$ cat config.mk
export PLATFORM = sky130hd
export DESIGN_NAME = apb4_archinfo_ext
export DESIGN_NICKNAME = d
export VERILOG_FILES = /design/src/rtl/apb4_archinfo_ext.sv
export SDC_FILE = /design/constraint.sdc
export NUM_CORES = 1
export LEC_CHECK = 0
export BUFFER_PORTS_ARGS = -buffer_cell sky130_fd_sc_hd__clkbuf_2
export CORE_ASPECT_RATIO = 0.6
export CORE_MARGIN = 1.5
export CORE_UTILIZATION = 65
export CTS_CLUSTER_SIZE = 30
export DETAILED_ROUTE_END_ITERATION = 7
export GPL_TIMING_DRIVEN = 0
export PLACE_DENSITY = 0.85
export SETUP_SLACK_MARGIN = 0.2
export SLEW_MARGIN = 30
export SYNTH_ARGS = -nofsm -noshare
export SYNTH_HDL_FRONTEND = slang
export SYNTH_SLANG_ARGS = --single-unit
$ cat constraint.sdc
create_clock -name clk_i -period 18.67 [get_ports clk_i]
set_input_delay 0.9335 -clock clk_i [delete_from_list [all_inputs] [get_ports clk_i]]
set_output_delay 0.9335 -clock clk_i [all_outputs]
set_load 0.02 [all_outputs]
$ cat src/rtl/apb4_archinfo_ext.sv
// APB4 architecture-info slave: SYS word, ID words, uptime counter with coherent 64-bit readout,
// scratch registers and a one-shot write lock. Define ARCHINFO_PSLVERR_EN for pslverr responses.
`timescale 1ns/1ps
module apb4_archinfo_ext #(
  parameter logic [31:0] SYS_RST   = 32'h0000_0000,
  parameter logic [31:0] IDL_VAL   = 32'h0000_0000,
  parameter logic [31:0] IDH_VAL   = 32'h0000_0000,
  parameter int          NUM_SCR   = 4,
  parameter int          CNT_WIDTH = 48
) (
  input  logic        clk_i,
  input  logic        rst_i,
  input  logic [7:0]  paddr,
  input  logic [2:0]  pprot,
  input  logic        psel,
  input  logic        penable,
  input  logic        pwrite,
  input  logic [31:0] pwdata,
  input  logic [3:0]  pstrb,
  output logic        pready,
  output logic [31:0] prdata,
  output logic        pslverr
);

  localparam int HI_W = CNT_WIDTH - 32;

  localparam logic [5:0] W_SYS  = 6'd0;
  localparam logic [5:0] W_IDL  = 6'd1;
  localparam logic [5:0] W_IDH  = 6'd2;
  localparam logic [5:0] W_CTRL = 6'd3;
  localparam logic [5:0] W_CNTL = 6'd4;
  localparam logic [5:0] W_CNTH = 6'd5;
  localparam logic [5:0] W_SCR  = 6'd6;

  logic [31:0]          sys_q;
  logic                 lock_q;
  logic                 cnt_en_q;
  logic [CNT_WIDTH-1:0] cnt;
  logic [HI_W-1:0]      shadow;
  logic [31:0]          scr_q [NUM_SCR];

  logic [5:0] word;
  logic [5:0] scr_off;
  logic       access;
  logic       wr;
  logic       rd;
  logic       hit_scr;
  logic       sys_we;
  logic       ctrl_we;
  logic       cnt_clr;
  logic       cntl_rd;
  logic       unused;

  assign word    = paddr[7:2];
  assign scr_off = word - W_SCR;
  assign access  = psel & penable;
  assign wr      = access & pwrite;
  assign rd      = access & ~pwrite;
  assign hit_scr = (word >= W_SCR) && (scr_off < 6'(NUM_SCR));

  // Writes to SYS/CTRL while locked are the same writes that error when pslverr is enabled.
  assign sys_we  = wr & (word == W_SYS) & ~lock_q;
  assign ctrl_we = wr & (word == W_CTRL) & ~lock_q & pstrb[0];
  assign cnt_clr = ctrl_we & pwdata[2];
  assign cntl_rd = rd & (word == W_CNTL);

  assign pready = 1'b1;
  assign unused = ^{pprot, paddr[1:0]};

  function automatic logic [31:0] merge(input logic [31:0] old, input logic [31:0] data,
                                        input logic [3:0] strb);
    logic [31:0] res;
    res = old;
    for (int b = 0; b < 4; b++) begin
      if (strb[b]) res[8*b +: 8] = data[8*b +: 8];
    end
    return res;
  endfunction

  // NOTE: state registers use non-blocking assignments so every flop samples pre-edge values.
  always_ff @(posedge clk_i or posedge rst_i) begin
    if (rst_i) begin
      sys_q    <= SYS_RST;
      lock_q   <= 1'b0;
      cnt_en_q <= 1'b0;
      shadow   <= '0;
    end else begin
      if (sys_we) sys_q <= merge(sys_q, pwdata, pstrb);
      if (ctrl_we) begin
        lock_q   <= lock_q | pwdata[0];
        cnt_en_q <= pwdata[1];
      end
      if (cntl_rd) shadow <= cnt[CNT_WIDTH-1:32];
    end
  end

  always_ff @(posedge clk_i or posedge rst_i) begin
    if (rst_i)         cnt <= '0;
    else if (cnt_clr)  cnt <= '0;
    else if (cnt_en_q) cnt <= cnt + CNT_WIDTH'(1);
  end

  // NOTE: the scratch array is a handful of flops with a defined reset value, so it is reset
  // explicitly rather than treated as an uninitialised RAM.
  always_ff @(posedge clk_i or posedge rst_i) begin
    if (rst_i) begin
      for (int i = 0; i < NUM_SCR; i++) scr_q[i] <= '0;
    end else begin
      for (int i = 0; i < NUM_SCR; i++) begin
        if (wr && hit_scr && scr_off == 6'(i)) scr_q[i] <= merge(scr_q[i], pwdata, pstrb);
      end
    end
  end

  // NOTE: prdata gets its default before any branch, so no path leaves it unassigned (no latch).
  always_comb begin
    prdata = '0;
    if (rd) begin
      case (word)
        W_SYS:   prdata = sys_q;
        W_IDL:   prdata = IDL_VAL;
        W_IDH:   prdata = IDH_VAL;
        W_CTRL:  prdata = {29'd0, 1'b0, cnt_en_q, lock_q};
        W_CNTL:  prdata = cnt[31:0];
        W_CNTH:  prdata = 32'(shadow);
        default: begin
          for (int i = 0; i < NUM_SCR; i++) begin
            if (hit_scr && scr_off == 6'(i)) prdata = scr_q[i];
          end
        end
      endcase
    end
  end

`ifdef ARCHINFO_PSLVERR_EN
  logic mapped;
  logic ro_hit;
  logic locked_hit;

  assign mapped     = (word <= W_CNTH) | hit_scr;
  assign ro_hit     = (word == W_IDL) | (word == W_IDH) | (word == W_CNTL) | (word == W_CNTH);
  assign locked_hit = lock_q & ((word == W_SYS) | (word == W_CTRL));
  assign pslverr    = access & (~mapped | (pwrite & (ro_hit | locked_hit)));
`else
  assign pslverr = 1'b0;
`endif

endmodule

==> results.md <==
- CP endpoint: prdata[29]
- Crit path time final: 4760 ps
- Placed Cells: 1224
- WP buf/inv: 3
- Clk buf depth: 3
- First-pass GRT wire length: 48.1 mm
- Setup tns final: 0 ps
- Die Span X: 171 um
- Worst Skew: 8.05 ps
- Clock Latency Late Sink: 510 ps
- Remaining DRCs: 0
- Pleak: 5.64 nW
- Area grow syn2layout: 13.2%
- Area leader, netlist: dfrtp_1
- H-Tree Depth: 1
- CP Depth: 8
- # Post-CTS Setup Buffers: 0
- Num CTS Buffers: 21
- R2R Setup Slk: 16050 ps
- F_max: 210 MHz
- Max Cap Viol: 0
- Synth Instances: 915
- Pre-CTS setup slack: 14010 ps
- Max rail drop VDD: 91.1 uV
- RSZ-0062 raised after global routing: false
- PwrDens: 90.0 nW/um^2
- Final setup fails: 0
- Hold Crit Class: in2async
- Worst rel slew slack: 0.382
- Finished Layout Cells: 1260
- DIE AREA: 17700 sq um
- # IOs: 86
- Crit path max fanout: 10
- Dpl hpwl: 21.3 mm
- Antenna cells: 0
- Met1 Use GR: 0.533
- Met2 GRT Util: 0.516
- R2R Path Start: cnt[21]$_DFFE_PP0P_
- 1st-iter DRT viols: 1103
- Vias per inst: 6.87
- Antenna Nets Post-Route: 0
- Top cells by area in the synthesized netlist: dfrtp_1, mux2_2, mux4_2, a221oi_1, nand2_1
- Wire length per cell: 24.3 um
- Ys flop type: dfrtp_1
- Top Family by Delay on Critical Path: compound AO/OA/AOI/OAI gates
- Largest net degree at the start of global routing: 61
- Gr busiest metal: met1
- DRT Pass-1 Iters: 6
- Worst Path Required: 17740 ps
- Clock transition at path regs: 70 ps
- Outcome: finished clean
- Initial antenna violation count: 0
- Count of final hold-check violations: 0
- CTS tree: built
- Total gr overflow: 0
- Slowest CP cell: a21oi_1
- Post-Syn Nets: 969
- # hold bufs at CTS: 0
- Worst path arrival time: 3830 ps
- Critical Path Sink Type: primary output
- Worst Slack Setup Final: 13910 ps
- Worst setup path start: paddr[4]
- Final Core Density: 0.760
- Reg-to-reg critical path endpoint: cnt[45]$_DFFE_PP0P_
- Core area: 16400 sq um
- Via count of the routed design: 8650
- Crit Path Category: in2out
- Initial Utilization: 0.671
- Met3 Use GR: 0.0955
- Final Cell Area: 12400 sq um
- Vias in the first global route: 8426
- Port Buf Inserts: 78
- Crit path largest cell delay: 730 ps
- Layout cells sized above 1: 0.322
- WL final: 30.6 mm
- Tightest Pin Transition: 920 ps
- Startpoint Class: input pin
- Mapped Area: 11000 sq um
- Post-synthesis sequential area ratio: 0.515
- Avg Cell Area, Syn: 12.0 sq um
- Total track usage: 0.358
- DP Area: 11800 sq um
- Nets: 1073
- Reg2Reg Depth: 5
- Asr flop ratio synth: 1.00
- Root buffer cell: clkbuf_16
- CP Cell Sequence: clkbuf_2, ha_1, or3b_2, a21oi_1, clkbuf_1, a22oi_1, a211oi_1, clkbuf_2
- Area share of the largest cell type after synthesis: 0.515
- Placer Congestion: 0.901
- Number of cell rows: 36
- Synth cell types: 52
- Synth Warn #: 0
- Worst path most repeated cell: clkbuf_2
- Flop and latch count out of synthesis: 226
- Quantity of gates resized following cts: 0
- Final Cycle Share: 0.255
- Number of synthesized flops with an enable pin: 0
- Final Max Slew Viols: 0
- Height of the die: 104 um
- Sink count of the clock tree: 226
-- sequential cells by signal, indices dropped and copies added, names as in the netlist --
| signal | count |
|---|---|
| cnt | 48 |
| shadow | 16 |
| lock_q | 1 |
| cnt_en_q | 1 |
| scr_q | 128 |
| sys_q | 32 |
-- layer usage --
| layer | part of all wire | routed length (um) |
|---|---|---|
| met1 | 0.42 | 12900 |
| met2 | 0.43 | 13300 |
| met3 | 0.12 | 3530 |
| met4 | 0.028 | 870 |
| met5 | 0 | 0 |
-- synth_stat cells (all sizes together) (11+ instances only) --
master	number
nand4	22
or3	18
a211oi	15
nand3	21
buf	11
o21ai	36
a22oi	30
nand2	61
a21oi	43
mux2	174
nor2	28
xor2	13
a221oi	31
dfrtp	226
clkbuf	50
or4	15
mux2i	18
mux4	17
-- stage by stage --
stage	hold WS [ps]	power, mW
after floorplan	451	0.642
after global placement	469	0.682
after detailed placement	485	0.691
after CTS	445	1.12
after global routing	462	1.15
final	429	1.12
-- area by class of cell --
class                      count  area [sq um]
multi-input combinational    618          5020
clock buffer                  29           606
buffer                        61           269
fill                        1042          3920
timing repair buffer          81           473
tap                          228           285
clock inverter                 7          70.1
inverter                      10          45.0
sequential                   226          5660
-- cell families (layout without fill, tap and decap cells) --
group                      Yosys count  count (layout)  share of synthesized area
muxes                              209             209                      0.230
AOI/OAI and AO/OA                  172             172                      0.104
buffers and inverters               71             188                     0.0278
xor gates and xnor gates            19              19                     0.0152
and+or+nand+nor                    214             214                      0.105
other                                2               2                   0.000684
DFF                                226             226                      0.515
adders and majority gates            2               2                    0.00228
-- placed cells by master (no fill, tap or decap), types with 4 or more instances in the layout --
master       n
inv_1        9
dfrtp_1    226
or4_1       11
buf_1        4
a22oi_1     30
xnor2_1      6
nor4_1       4
mux2i_1     18
xor2_1      13
nand2_1     61
and4_1       4
clkbuf_1    49
or4_4        4
mux2_2     174
or3_1       18
and3_1       7
nand4_1     22
a21oi_1     43
nor3_1       4
a221oi_1    31
o21ai_0     35
mux4_2      17
clkbuf_2    81
nand3_1     21
a211oi_1    15
nor2_1      28
and2_1      10
o31ai_1      9
clkbuf_8     6
clkbuf_16   21
-- power breakdown --
group	leakage [nW]	switching (mW)	total [mW]	internal, mW
Clock	0.333	0.190	0.431	0.241
Combinational	2.34	0.0780	0.128	0.0505
Sequential	2.98	0.0388	0.559	0.521
-- how the worst min path moves through the flow --
stage                                   endpoint  depth (start not counted)  slack (ps)                    from
after floorplan           shadow[12]$_DFFE_PP0P_                          2         450  shadow[12]$_DFFE_PP0P_
after CTS                  scr_q[40]$_DFFE_PP0P_                          2         440                   rst_i
after global placement    shadow[14]$_DFFE_PP0P_                          2         470  shadow[14]$_DFFE_PP0P_
after global routing       scr_q[40]$_DFFE_PP0P_                          2         460                   rst_i
after detailed placement  shadow[14]$_DFFE_PP0P_                          2         490  shadow[14]$_DFFE_PP0P_
final                      scr_q[40]$_DFFE_PP0P_                          2         430                   rst_i
-- worst reg2reg max path, delay by kind of cell, from the launching register on --
| family | cells | cell delay [ps] |
|---|---|---|
| flip-flops | 1 | 480 |
| AND/OR/NAND/NOR | 4 | 1900 |
| AO/OA/AOI/OAI | 1 | 170 |
No activity file was read; power rests on OpenSTA's default activity.
